File: src/rtl/max_pool_window_ctrl.sv
`default_nettype none
// ----------------------------------------------------------------------------
// max_pool_window_ctrl: line-buffered WIN_SIZE x WIN_SIZE window sequencer
// feeding max_pool_core. Optional feature macro: MAX_POOL_CTRL_SOF_CHK_EN
// Rev 1.0
// ----------------------------------------------------------------------------
module max_pool_window_ctrl #(
  parameter int DATA_WIDTH = 8,
  parameter int WIN_SIZE   = 3,
  parameter int STRIDE     = 2,
  parameter int IMG_W      = 16,
  parameter int IMG_H      = 16
) (
  input  logic                                     clk,
  input  logic                                     reset_n,
  input  logic                                     s_vld,
  output logic                                     s_rdy,
  input  logic                                     s_sof,
  input  logic [DATA_WIDTH-1:0]                    s_data,
  input  logic                                     m_rdy,
  output logic                                     win_vld,
  output logic [WIN_SIZE*WIN_SIZE*DATA_WIDTH-1:0]  win,
  output logic                                     frame_done
`ifdef MAX_POOL_CTRL_SOF_CHK_EN
  ,
  output logic                                     sof_err
`endif
);

  localparam int CW = (IMG_W > 1) ? $clog2(IMG_W) : 1;
  localparam int RW = (IMG_H > 1) ? $clog2(IMG_H) : 1;
  localparam int PW = (STRIDE > 1) ? $clog2(STRIDE) : 1;
  localparam int NB = WIN_SIZE - 1;

  localparam logic [CW-1:0] COL_LAST = CW'(IMG_W - 1);
  localparam logic [CW-1:0] COL_WIN  = CW'(WIN_SIZE - 1);
  localparam logic [RW-1:0] ROW_LAST = RW'(IMG_H - 1);
  localparam logic [RW-1:0] ROW_WIN  = RW'(WIN_SIZE - 1);
  localparam logic [PW-1:0] PH_LAST  = PW'(STRIDE - 1);

  typedef enum logic [1:0] {
    IDLE = 2'd0,
    FILL = 2'd1,
    RUN  = 2'd2,
    DONE = 2'd3
  } state_t;

  state_t state, state_nxt;

  logic accept, process, restart, last_px, emit;
`ifdef MAX_POOL_CTRL_SOF_CHK_EN
  logic err_set;
`endif

  logic [RW-1:0] row, cur_row, row_nxt;
  logic [CW-1:0] col, cur_col, col_nxt;
  logic [PW-1:0] rph, cur_rph, rph_nxt;
  logic [PW-1:0] cph, cur_cph, cph_nxt;

  logic [DATA_WIDTH-1:0] lb     [NB][IMG_W];
  logic [DATA_WIDTH-1:0] sr     [WIN_SIZE][WIN_SIZE];
  logic [DATA_WIDTH-1:0] sr_nxt [WIN_SIZE][WIN_SIZE];
  logic [WIN_SIZE*WIN_SIZE*DATA_WIDTH-1:0] win_nxt;

  // A held window blocks the pixel stream so the shift register cannot run ahead.
  assign s_rdy      = !(win_vld && !m_rdy);
  assign accept     = s_vld && s_rdy;
  assign frame_done = (state == DONE);
  // A restarted pixel sits at (0,0), so it can never be the frame's last pixel.
  assign last_px    = (row == ROW_LAST) && (col == COL_LAST);

  always_ff @(posedge clk or negedge reset_n) begin
    if (!reset_n) state <= IDLE;
    else          state <= state_nxt;
  end

  always_comb begin
    state_nxt = state;
    process   = 1'b0;
    restart   = 1'b0;
`ifdef MAX_POOL_CTRL_SOF_CHK_EN
    err_set   = 1'b0;
`endif
    case (state)
      IDLE, DONE: begin
        state_nxt = IDLE;
        if (accept && s_sof) begin
          process   = 1'b1;
          restart   = 1'b1;
          state_nxt = FILL;
        end
      end
      FILL, RUN: begin
        if (state == FILL && row == ROW_WIN) state_nxt = RUN;
        if (accept) begin
          process = 1'b1;
`ifdef MAX_POOL_CTRL_SOF_CHK_EN
          if (s_sof) begin
            restart   = 1'b1;
            err_set   = 1'b1;
            state_nxt = FILL;
          end else if (last_px) begin
            state_nxt = DONE;
          end
`else
          if (last_px) state_nxt = DONE;
`endif
        end
      end
      default: state_nxt = IDLE;
    endcase
  end

  // Position of the pixel being taken this cycle, and where the next one lands.
  always_comb begin
    cur_row = restart ? '0 : row;
    cur_col = restart ? '0 : col;
    cur_rph = restart ? '0 : rph;
    cur_cph = restart ? '0 : cph;

    col_nxt = (cur_col == COL_LAST) ? '0 : cur_col + 1'b1;
    cph_nxt = (col_nxt == COL_WIN || cur_cph == PH_LAST) ? '0 : cur_cph + 1'b1;
    row_nxt = cur_row;
    rph_nxt = cur_rph;
    if (cur_col == COL_LAST) begin
      row_nxt = (cur_row == ROW_LAST) ? '0 : cur_row + 1'b1;
      rph_nxt = (row_nxt == ROW_WIN || cur_rph == PH_LAST) ? '0 : cur_rph + 1'b1;
    end

    emit = process && (cur_row >= ROW_WIN) && (cur_col >= COL_WIN) &&
           (cur_rph == '0) && (cur_cph == '0);
  end

  always_comb begin
    win_nxt = '0;
    for (int r = 0; r < WIN_SIZE; r++) begin
      for (int c = 0; c < WIN_SIZE - 1; c++) sr_nxt[r][c] = sr[r][c+1];
    end
    for (int r = 0; r < NB; r++) sr_nxt[r][WIN_SIZE-1] = lb[r][cur_col];
    sr_nxt[NB][WIN_SIZE-1] = s_data;
    for (int r = 0; r < WIN_SIZE; r++) begin
      for (int c = 0; c < WIN_SIZE; c++) begin
        win_nxt[(r*WIN_SIZE+c)*DATA_WIDTH +: DATA_WIDTH] = sr_nxt[r][c];
      end
    end
  end

  // Pixel storage is data-path only and is deliberately left out of reset.
  always_ff @(posedge clk) begin
    if (process) begin
      for (int r = 0; r < NB - 1; r++) lb[r][cur_col] <= lb[r+1][cur_col];
      lb[NB-1][cur_col] <= s_data;
      for (int r = 0; r < WIN_SIZE; r++) begin
        for (int c = 0; c < WIN_SIZE; c++) sr[r][c] <= sr_nxt[r][c];
      end
    end
  end

  always_ff @(posedge clk or negedge reset_n) begin
    if (!reset_n) begin
      row     <= '0;
      col     <= '0;
      rph     <= '0;
      cph     <= '0;
      win_vld <= 1'b0;
      win     <= '0;
    end else begin
      if (process) begin
        row <= row_nxt;
        col <= col_nxt;
        rph <= rph_nxt;
        cph <= cph_nxt;
      end
      if (emit) begin
        win_vld <= 1'b1;
        win     <= win_nxt;
      end else if (m_rdy) begin
        win_vld <= 1'b0;
      end
    end
  end

`ifdef MAX_POOL_CTRL_SOF_CHK_EN
  always_ff @(posedge clk or negedge reset_n) begin
    if (!reset_n)     sof_err <= 1'b0;
    else if (err_set) sof_err <= 1'b1;
  end
`endif

endmodule
`default_nettype wire

File: config.mk
export PLATFORM = sky130hd
export DESIGN_NAME = max_pool_window_ctrl
export DESIGN_NICKNAME = d
export VERILOG_FILES = /design/src/rtl/max_pool_window_ctrl.sv
export SDC_FILE = /design/constraint.sdc
export NUM_CORES = 1
export LEC_CHECK = 0
export ABC_AREA = 0
export CAP_MARGIN = 5
export CORE_MARGIN = 2
export CORE_UTILIZATION = 30
export DETAILED_ROUTE_END_ITERATION = 16
export HOLD_SLACK_MARGIN = 0.02
export PLACE_DENSITY = 0.48
export REMOVE_ABC_BUFFERS = 1
export SYNTH_ARGS = -nofsm -noshare
export SYNTH_HDL_FRONTEND = slang
export SYNTH_SLANG_ARGS = --single-unit
File: constraint.sdc
create_clock -name clk -period 4.49 [get_ports clk]
set_input_delay 0.449 -clock clk [delete_from_list [all_inputs] [get_ports clk]]
set_output_delay 0.449 -clock clk [all_outputs]
set_load 0.005 [all_outputs]
After elaboration in Yosys (flattened, before gate mapping):

Memories as Yosys holds them, arrays and structs flattened.
Index checks and enable logic that the tools add are counted.

* bitwise logic cells: 3
* equality and inequality tests: 10
* reductions and logical operators: 18
* muxes and demuxes: 32
* add/subtract/negate cells: 4
* $lt $le $gt $ge: 4

Operator list (number)
* $mux 128: 1
* $bmux 8 s4: 2
* $mux 8: 5
* $demux 8 s4: 1
* $mux 4: 5
* $eq 4x4->1 const B: 4
* $mux 1: 13
* $eq 4x2->1 const B: 3
* $logic_and 1x1->1: 10
* $add 4x1->4 const B: 2
* $ge 4x2->1 const B: 2
* $mux 2: 3
* $ge 5x5->1 const B: 1
* $lt 5x1->1 const B: 1
* $not 4->5: 1
* $eq 2x2->1 const B: 2
* $pmux 2 s2: 1
* $reduce_or 2->1: 2
* $add 1x1->1 const B: 2
* $eq 2x1->1 const B: 1
* $logic_not 1->1: 2
* $logic_not 2->1: 1
* $logic_or 1x1->1: 2
* $not 1->1: 2
* 2 further kinds: 2

* memory bits (writable): 328
* memories: 2
* output and inout port bits: 75
* bits in registers: 85
* bits of input ports: 13
* word-level logic and storage cells: 80

Memories
* lb: depth 2, width 128, rd ports 2, clocked after Yosys merged registers in 0, wr ports 2, RTL line 60 `logic [DATA_WIDTH-1:0] lb [NB][IMG_W];`
* sr: depth 3, width 24, rd ports 3, clocked after Yosys merged registers in 0, wr ports 3, RTL line 61 `logic [DATA_WIDTH-1:0] sr [WIN_SIZE][WIN_SIZE];`

Longest topological paths before layout:

Gate-level depths: netlist (run 1).

* word-level depth: 14
* depth in mapped cells: 15
* mapped depth without buffers: 11

Least setup slack after synthesis (run 1):

OpenSTA, ideal clock, no wires.

* path kind: register -> register
* start point: reg state[0]
* end point: mem lb[0][192] (netlist bit) (enable)
* arrival time: 3277 ps
* period minus slack after synthesis: 3686 ps
* data required time: 4081 ps
* cell stages (with the launch flop): 11
* slack: 804 ps
* path buffers: 2
* setup time: 409 ps
* path through: dfrtp_1 ha_1 and2_4 nand3_4 buf_2 buf_1 nand2_1 inv_1 ha_1 nand2_1 nor3_1

RTL lines
* start: declaration: RTL line 48 `state_t state, state_nxt;`
* start signal: assignment: RTL line 74 `else state <= state_nxt;`
* end: declaration: RTL line 60

Worst setup path after layout (run 1):

* start point: reg state[1]
* end point: reg win[42]

* longest elaborated chain between the ends: 9
* elaborated cells on any way between the ends: 24

Ends and longest elaborated chain
* $eq 2x2->1 / $logic_not 2->1 (equally long branches): RTL line 84 `case (state)`
* $reduce_or 2->1: RTL line 84
* $mux 1: RTL line 84
* $mux 4: RTL line 116 `cur_row = restart ? '0 : row;`
* $ge 4x2->1: RTL line 130 `emit = process && (cur_row >= ROW_WIN) && (cur_col >= COL_WIN) &&`
* $logic_and 1x1->1 (3 in series): RTL line 130
* $logic_and 1x1->1: RTL line 131 `(cur_rph == '0) && (cur_cph == '0);`
* end signal: assignment: RTL line 176 `win <= win_nxt;`
* end: declaration: RTL line 22 `output logic [WIN_SIZE*WIN_SIZE*DATA_WIDTH-1:0] win,`

Parallel ways exist; a longest one is shown, timed or not. The select of a mux whose other input is x is not followed.
A chain may end at the register's enable or synchronous reset.

==> out/metrics.csv, run 1 <==
metric,value,unit
Ports,88,
first-pass GRT wire length,58000,um
ys async rst share,21.9,%
Seq cells post-synth,389,
H-Tree Depth,2,
CP max FO,40,
WL final,38100,um
r2r worst-path depth,11,
reg2reg end,win[42],
clk sinks,389,
fin crit period,3480,ps
worst ir drop on vdd,0.224,mV
Clock Tree Buf Depth,3,
PD cells,544,nW/um^2
clock network fraction of total power,33.4,%
Tot GR Track Use,14.4,%
Switch Pwr,2.98,mW
Post-CTS Repair Setup Buffers,0,
die area,53500,sq um
initial antenna violation count,1,
Slew HR,13.4,%
ANT cells,0,
worst r2r src,state[1],
Cell variety after synth,67,
Layout Area Growth over Synthesis,20.3,%
Synth area leaders,"edfxtp_1 59%, dfrtp_1 14%, nand2_1 5.2%",
drt first pass iters,5,
initial cell density of the core,30.3,%
"antenna viol nets, final",0,
routability cong.,0.793,
die height,231,um
Final Util,36.5,%
Hold Path Class,primary input to async pin,
Worst setup SP type,register,
routed vias/inst,4.74,
Vias,8700,
core area,51200,sq um
outcome,completed,
initial DRC count,699,
DRC,0,
sequential power share,45.6,%
pin count of the biggest net entering global routing,59,
Final Hold Viols,0,
Max-Cap Viols,0,
Mapped Area,15500,sq um
final setup vio count,0,
cell with the most instances after synthesis,edfxtp_1,
Cells after Synth,997,
max-slew violation count,0,
worst reg-to-reg setup slack,1010,ps
Ys Warns,0,
CP Data Required Time,4940,ps
"Clk Latency, worst-skew pair",540,ps
CTS Root Cell,clkbuf_16,
top cell type's share of synthesized area,58.9,%
critical path class,register to register,
Routed wire per std cell,20.8,um
sw frac,29.4,%
Post-synth top cells,"304 x edfxtp_1, 214 x nand2_1, 85 x dfrtp_1",
"CTS clk-pin slew, worst paths",60,ps
Resize count post-CTS,0,
Leak Pwr,6.95,nW
syn_area_per_cell,15.6,sq um
Post-synth EDFFs,304,
total power,10.1,mW
Setup crit end kind,register,
RSZ-0062 raised after global routing,false,
number of port buffers,87,
Fmax,0.287,GHz
FP Rows,83,
Internal,7.17,mW
die extent in x,231,um
Most used DFF post-synth,edfxtp_1,
CTS hold repair buffers,0,
sequential area share after synthesis,72.6,%
share of cells above drive strength 1,16.0,%
Gate power share,21.0,%
Clock Skew,16.2,ps
vias in the first global route,8850,
Synth area leader,edfxtp_1,
fin crit share,77.5,%
final net count,1146,
TritonCTS clock tree,built,
Slew @ Worst Pin,1280,ps
CTS Buf Count,41,
HPWL after detailed placement,23800,um
grt ovf,0,
CP arrival,3930,ps
## state kept, by name, indices dropped and copies added (netlist names)
signal,cells
win,72
state,2
rph,1
col,4
cph,1
lb,256
sr,48
win_vld,1
row,4
## power by group through the flow
stage                     combinational [mW]  sequential, mW  clock [mW]
final                                   2.13            4.63        3.39
after global routing                    2.33            4.65        3.62
after CTS                               2.14            4.63        3.48
after detailed placement                2.14            4.70           0
after global placement                  2.13            4.70           0
after floorplan                         1.13            4.77           0
## per-stage QoR
stage / std cells / instance area (sq um) / setup slack, ps / hold slack, ps / TNS [ps]
floorplan: 943 / 15100 / -721 / 153 / -91450
global placement: 1760 / 17300 / 610 / 420 / 0
detailed placement: 1760 / 17300 / 499 / 421 / 0
CTS: 1835 / 18700 / 936 / 47.3 / 0
global route: 1835 / 18700 / 655 / 70.0 / 0
finish: 1835 / 18700 / 1010 / 11.9 / 0
## placed cells by master (no fill, tap or decap), types with 4 or more instances in the layout
master             n
edfxtp_1         304
nand2_1          214
clkdlybuf4s50_1   86
dfrtp_1           83
buf_4             48
clkbuf_16         41
nor2_1            38
mux4_2            35
mux2i_1           34
a21oi_1           23
inv_1             19
a31oi_1           18
o21ai_0           14
clkbuf_1          11
nand3_1           10
ha_1              10
mux2_4             9
clkinv_1           8
mux2_2             8
nor3_2             8
nand2b_1           7
o21bai_1           7
o22ai_1            6
o221ai_1           6
a22oi_1            6
nor3_1             5
a221o_1            5
a21o_1             5
nor2b_1            4
a221oi_1           4
a311oi_1           4
mux4_1             4
bufinv_16          4
clkbuf_8           4
## per-layer routing
layer / routed length, um / global-route usage, % / part of all wire, % / vias up
met5: 0 / 0 / 0 / -
met3: 1910 / 2.49 / 5.0 / 57
met1: 17700 / 20.3 / 46 / 4452
li1: - / - / - / 3986
met2: 17700 / 22.8 / 47 / 205
met4: 795 / 3.89 / 2.1 / 0
## critical path, cell delays in order, from the launching register on
cell,delay (ps)
dfrtp_1,370
inv_1,50
ha_1,480
and2_4,320
nand3_4,280
buf_4,310
nand2_1,140
ha_1,250
o2111a_4,590
buf_4,350
nor2_1,60
a41oi_1,160
## worst max path at each step
stage / start / to / slack, ps / cells past startpoint
final: state[1] / win[42] / 1010 / 11
after global routing: state[1] / win[42] / 650 / 11
after CTS: state[1] / win[42] / 940 / 11
after detailed placement: m_rdy / win[42] / 500 / 12
after global placement: m_rdy / win[42] / 610 / 12
after floorplan: col[0] / lb[0][192] / -720 / 5
## final cells by class
type	instances	area (sq um)
clock inverters	19	213
repair buffers	137	1280
well taps	680	851
fillers	4811	32500
inverters	23	86.3
flip-flops and latches	389	11300
multi-input cells	531	3850
clock buffers	56	1120
## logic make-up after synthesis
| kind of cell | share of synthesized area [%] |
|---|---|
| adders and majority gates | 0.807 |
| and+or+nand+nor | 8.22 |
| xor gates and xnor gates | 0.0565 |
| buffers and inverters | 3.03 |
| DFF | 72.6 |
| AOI/OAI and AO/OA | 5.83 |
| muxes | 9.48 |
No activity file was read; power rests on OpenSTA's default activity.
==> run 2, diff against run 1 <==
==> constraint.sdc (replaced) <==
create_clock -name clk -period 3.5 [get_ports clk]
set_input_delay 0.35 -clock clk [delete_from_list [all_inputs] [get_ports clk]]
set_output_delay 0.35 -clock clk [all_outputs]
set_load 0.005 [all_outputs]
==> out/metrics.csv, run 2 (synthesized netlist as in run 1, its figures left out) <==
metric,value,unit
Final Hold Viols,0,
WL final,37800,um
most frequent cells in the layout,"304 x edfxtp_1, 214 x nand2_1, 86 x clkdlybuf4s50_1",
PD cells,697,nW/um^2
fin cells,1855,
"Clk Latency, worst-skew pair",580,ps
die height,231,um
grt ovf,0,
Ports,88,
FILL cells,4845,
core area,51200,sq um
worst setup margin,483,ps
setup TNS,0,ps
worst ir drop on vdd,0.307,mV
fin crit period,3020,ps
Clock Skew,28.8,ps
Largest regs,"lb: 256 flops, win: 72 flops, sr: 48 flops",
placed instance count,1772,
Routed wire per std cell,20.4,um
Slew HR,36.5,%
max-slew violation count,0,
"worst slack, placed",360,ps
CP arrival,3420,ps
routed vias/inst,4.75,
routability cong.,0.786,
"CTS clk-pin slew, worst paths",60,ps
final net count,1162,
CP max FO,10,
final setup vio count,0,
Layout Area Growth over Synthesis,21.7,%
fin crit share,86.2,%
final instance area,18900,sq um
Post-CTS Repair Setup Buffers,0,
Max-Cap Viols,0,
Hold Path Class,primary input to async pin,
initial antenna violation count,0,
total power,13.2,mW
number of port buffers,87,
RSZ-0062 raised after global routing,false,
CTS hold repair buffers,1,
clk sinks,389,
CTS Buf Count,44,
first-pass GRT wire length,57700,um
CTS Root Cell,clkbuf_16,
vias in the first global route,9027,
initial cell density of the core,30.3,%
HPWL after detailed placement,24100,um
TritonCTS clock tree,built,
Setup crit end kind,register,
Leak Pwr,7.07,nW
critical path class,register to register,
Vias,8808,
initial DRC count,668,
Slew @ Worst Pin,949,ps
CP Data Required Time,3900,ps
DP Area,17500,sq um
FP Rows,83,
register name with the most flops,lb,
Hold WS,367,ps
share of cells above drive strength 1,17.5,%
die area,53500,sq um
Tot GR Track Use,14.4,%
Clock Tree Buf Depth,3,
Fmax,0.331,GHz
"antenna viol nets, final",0,
outcome,completed,
H-Tree Depth,2,
"commonest non-fill, non-tap cell in the layout",edfxtp_1,
number of flip-flops in the largest register,256,
ANT cells,0,
Final Util,36.9,%
DRC,0,
drt first pass iters,5,
die extent in x,231,um
Worst setup SP type,register,
pin count of the biggest net entering global routing,59,
Resize count post-CTS,0,
==> run 2: area by class of cell <==
cell class                 instances  area (sq um)  area share [%]
clock buffer                      59          1250            6.62
clock inverter                    23           156           0.829
inverter                          23          86.3           0.457
multi-input combinational        531          3850            20.4
sequential                       389         11300            59.7
tap                              680           851            4.51
timing repair buffer             150          1420            7.52
==> run 2: path summary, 6_finish.rpt <==
| kind | to | depth (start not counted) | from | slack [ps] |
|---|---|---|---|---|
| worst max register to register | lb[0][49] | 5 | col[2] | 480 |
| max in group asynchronous | win[32] | 3 | reset_n | 2300 |
| worst max-delay path | lb[0][49] | 5 | col[2] | 480 |
| worst min register to register | win[3] | 2 | sr[0][11] | 420 |
| min in group clk | win[3] | 2 | sr[0][11] | 420 |
| worst min-delay path | win[30] | 2 | reset_n | 370 |
==> run 2: where the power goes <==
part           switching, mW  total [mW]  internal, mW
clock                   1.83        4.42          2.59
combinational           1.81        2.80         0.993
sequential             0.221        5.93          5.71
total                   3.86        13.2          9.29
==> run 2: critical path: stages (launching register included) <==
cell and delay, ps:
dfrtp_1 640, clkinv_1 490, a311oi_2 730, o311ai_0 490
nand3_1 290, buf_4 200
==> run 2: layer usage <==
layer  vias to the layer above  global-route usage (%)  wire [um]
met5                         -                       0          0
met4                         0                    4.07        835
met3                        51                    2.60       1900
met2                       243                    23.2      17900
met1                      4488                    19.9      17200
li1                       4026                       -          -
==> run 3, diff against run 2 <==
--- a/config.mk
+++ b/config.mk
@@ -11,6 +11,7 @@
 export CORE_UTILIZATION = 30
 export DETAILED_ROUTE_END_ITERATION = 16
 export HOLD_SLACK_MARGIN = 0.02
+export MAX_ROUTING_LAYER = met4
 export PLACE_DENSITY = 0.48
 export REMOVE_ABC_BUFFERS = 1
 export SYNTH_ARGS = -nofsm -noshare
==> out/metrics.csv, run 3 (synthesized netlist as in run 1, its figures left out) <==
metric,value,unit
Slew @ Worst Pin,957,ps
CP arrival,3410,ps
TritonCTS clock tree,built,
die extent in x,231,um
CTS Buf Count,44,
met2 track demand over resource,23.2,%
Storage cell area,11300,sq um
grt ovf,0,
Multi-input gate area,3850,sq um
FILL cells,4845,
number of flip-flops in the largest register,256,
Tot GR Track Use,14.8,%
number of port buffers,87,
Hold Path Class,primary input to async pin,
die area,53500,sq um
clk sinks,389,
outcome,completed,
initial antenna violation count,0,
Post-CTS Repair Setup Buffers,0,
Leak Pwr,7.07,nW
H-Tree Depth,2,
DRC,0,
worst setup margin,497,ps
met3 usage,2.60,%
Vias,8801,
"commonest non-fill, non-tap cell in the layout",edfxtp_1,
FP Rows,83,
initial DRC count,620,
register name with the most flops,lb,
most frequent cells in the layout,"304 x edfxtp_1, 214 x nand2_1, 86 x clkdlybuf4s50_1",
die height,231,um
final net count,1162,
GR Util met1,19.9,%
initial cell density of the core,30.3,%
share of cells above drive strength 1,17.5,%
Clock Skew,29.8,ps
Ports,88,
max-slew violation count,0,
Final Util,36.9,%
Setup crit end kind,register,
critical path class,register to register,
CP max FO,10,
CTS Root Cell,clkbuf_16,
"CTS clk-pin slew, worst paths",60,ps
Resize count post-CTS,0,
Routed wire per std cell,20.4,um
Fmax,0.333,GHz
PD cells,697,nW/um^2
worst ir drop on vdd,0.308,mV
routability cong.,0.797,
Layout Area Growth over Synthesis,21.7,%
vias in the first global route,8989,
"worst slack, placed",360,ps
fin crit share,85.8,%
Hold WS,370,ps
Largest regs,"lb: 256 flops, win: 72 flops, sr: 48 flops",
Max-Cap Viols,0,
CTS hold repair buffers,1,
WL final,37900,um
pin count of the biggest net entering global routing,59,
Worst setup SP type,register,
Slew HR,36.0,%
final setup vio count,0,
core area,51200,sq um
"Clk Latency, worst-skew pair",580,ps
routed vias/inst,4.74,
crit path from,col[2],
HPWL after detailed placement,24100,um
global routing's busiest layer,met2,
setup TNS,0,ps
drt first pass iters,5,
ANT cells,0,
worst r2r src,col[2],
first-pass GRT wire length,57800,um
Clock Tree Buf Depth,3,
CP Data Required Time,3900,ps
Final Hold Viols,0,
"antenna viol nets, final",0,
RSZ-0062 raised after global routing,false,
fin crit period,3000,ps
## run 3: cell counts in the layout (fill, tap and decap cells not counted)
Identical to the previous run, type by type.
## run 3: through the flow
step / std cells / power [mW] / instance area, sq um
floorplan: 943 / 7.56 / 15100
global placement: 1772 / 8.84 / 17500
detailed placement: 1772 / 8.85 / 17500
CTS: 1855 / 13.3 / 18900
global route: 1855 / 13.7 / 18900
finish: 1855 / 13.2 / 18900
## run 3: final timing paths
kind,to,slack (ps),cells past startpoint
max reg2reg,lb[0][49],500,5
min reg2reg,win[3],420,2
min in group clk,win[3],420,2
max in group asynchronous,win[32],2300,3
min,win[14],370,2
max,lb[0][49],500,5
## run 3: power by group
part	total [mW]	switching, mW	internal, mW
Sequential	5.93	0.222	5.71
Clock	4.42	1.84	2.59
Combinational	2.80	1.81	0.994
## run 3: critical path: stages, from the launching register on
cell	delay [ps]
dfrtp_1	650
clkinv_1	490
a311oi_2	710
o311ai_0	480
nand3_1	290
buf_4	200
## run 3: layout make-up
cell class | instances | share of cell area (%)
clock buffers | 59 | 6.62
clock inverters | 23 | 0.829
inverters | 23 | 0.457
multi-input cells | 531 | 20.4
flip-flops and latches | 389 | 59.7
well taps | 680 | 4.51
repair buffers | 150 | 7.52
## run 3: per-layer routing
metal / up-vias / wire length, um
met5: - / 0
met2: 214 / 17800
li1: 4028 / -
met1: 4503 / 17600
met3: 56 / 1670
met4: 0 / 815
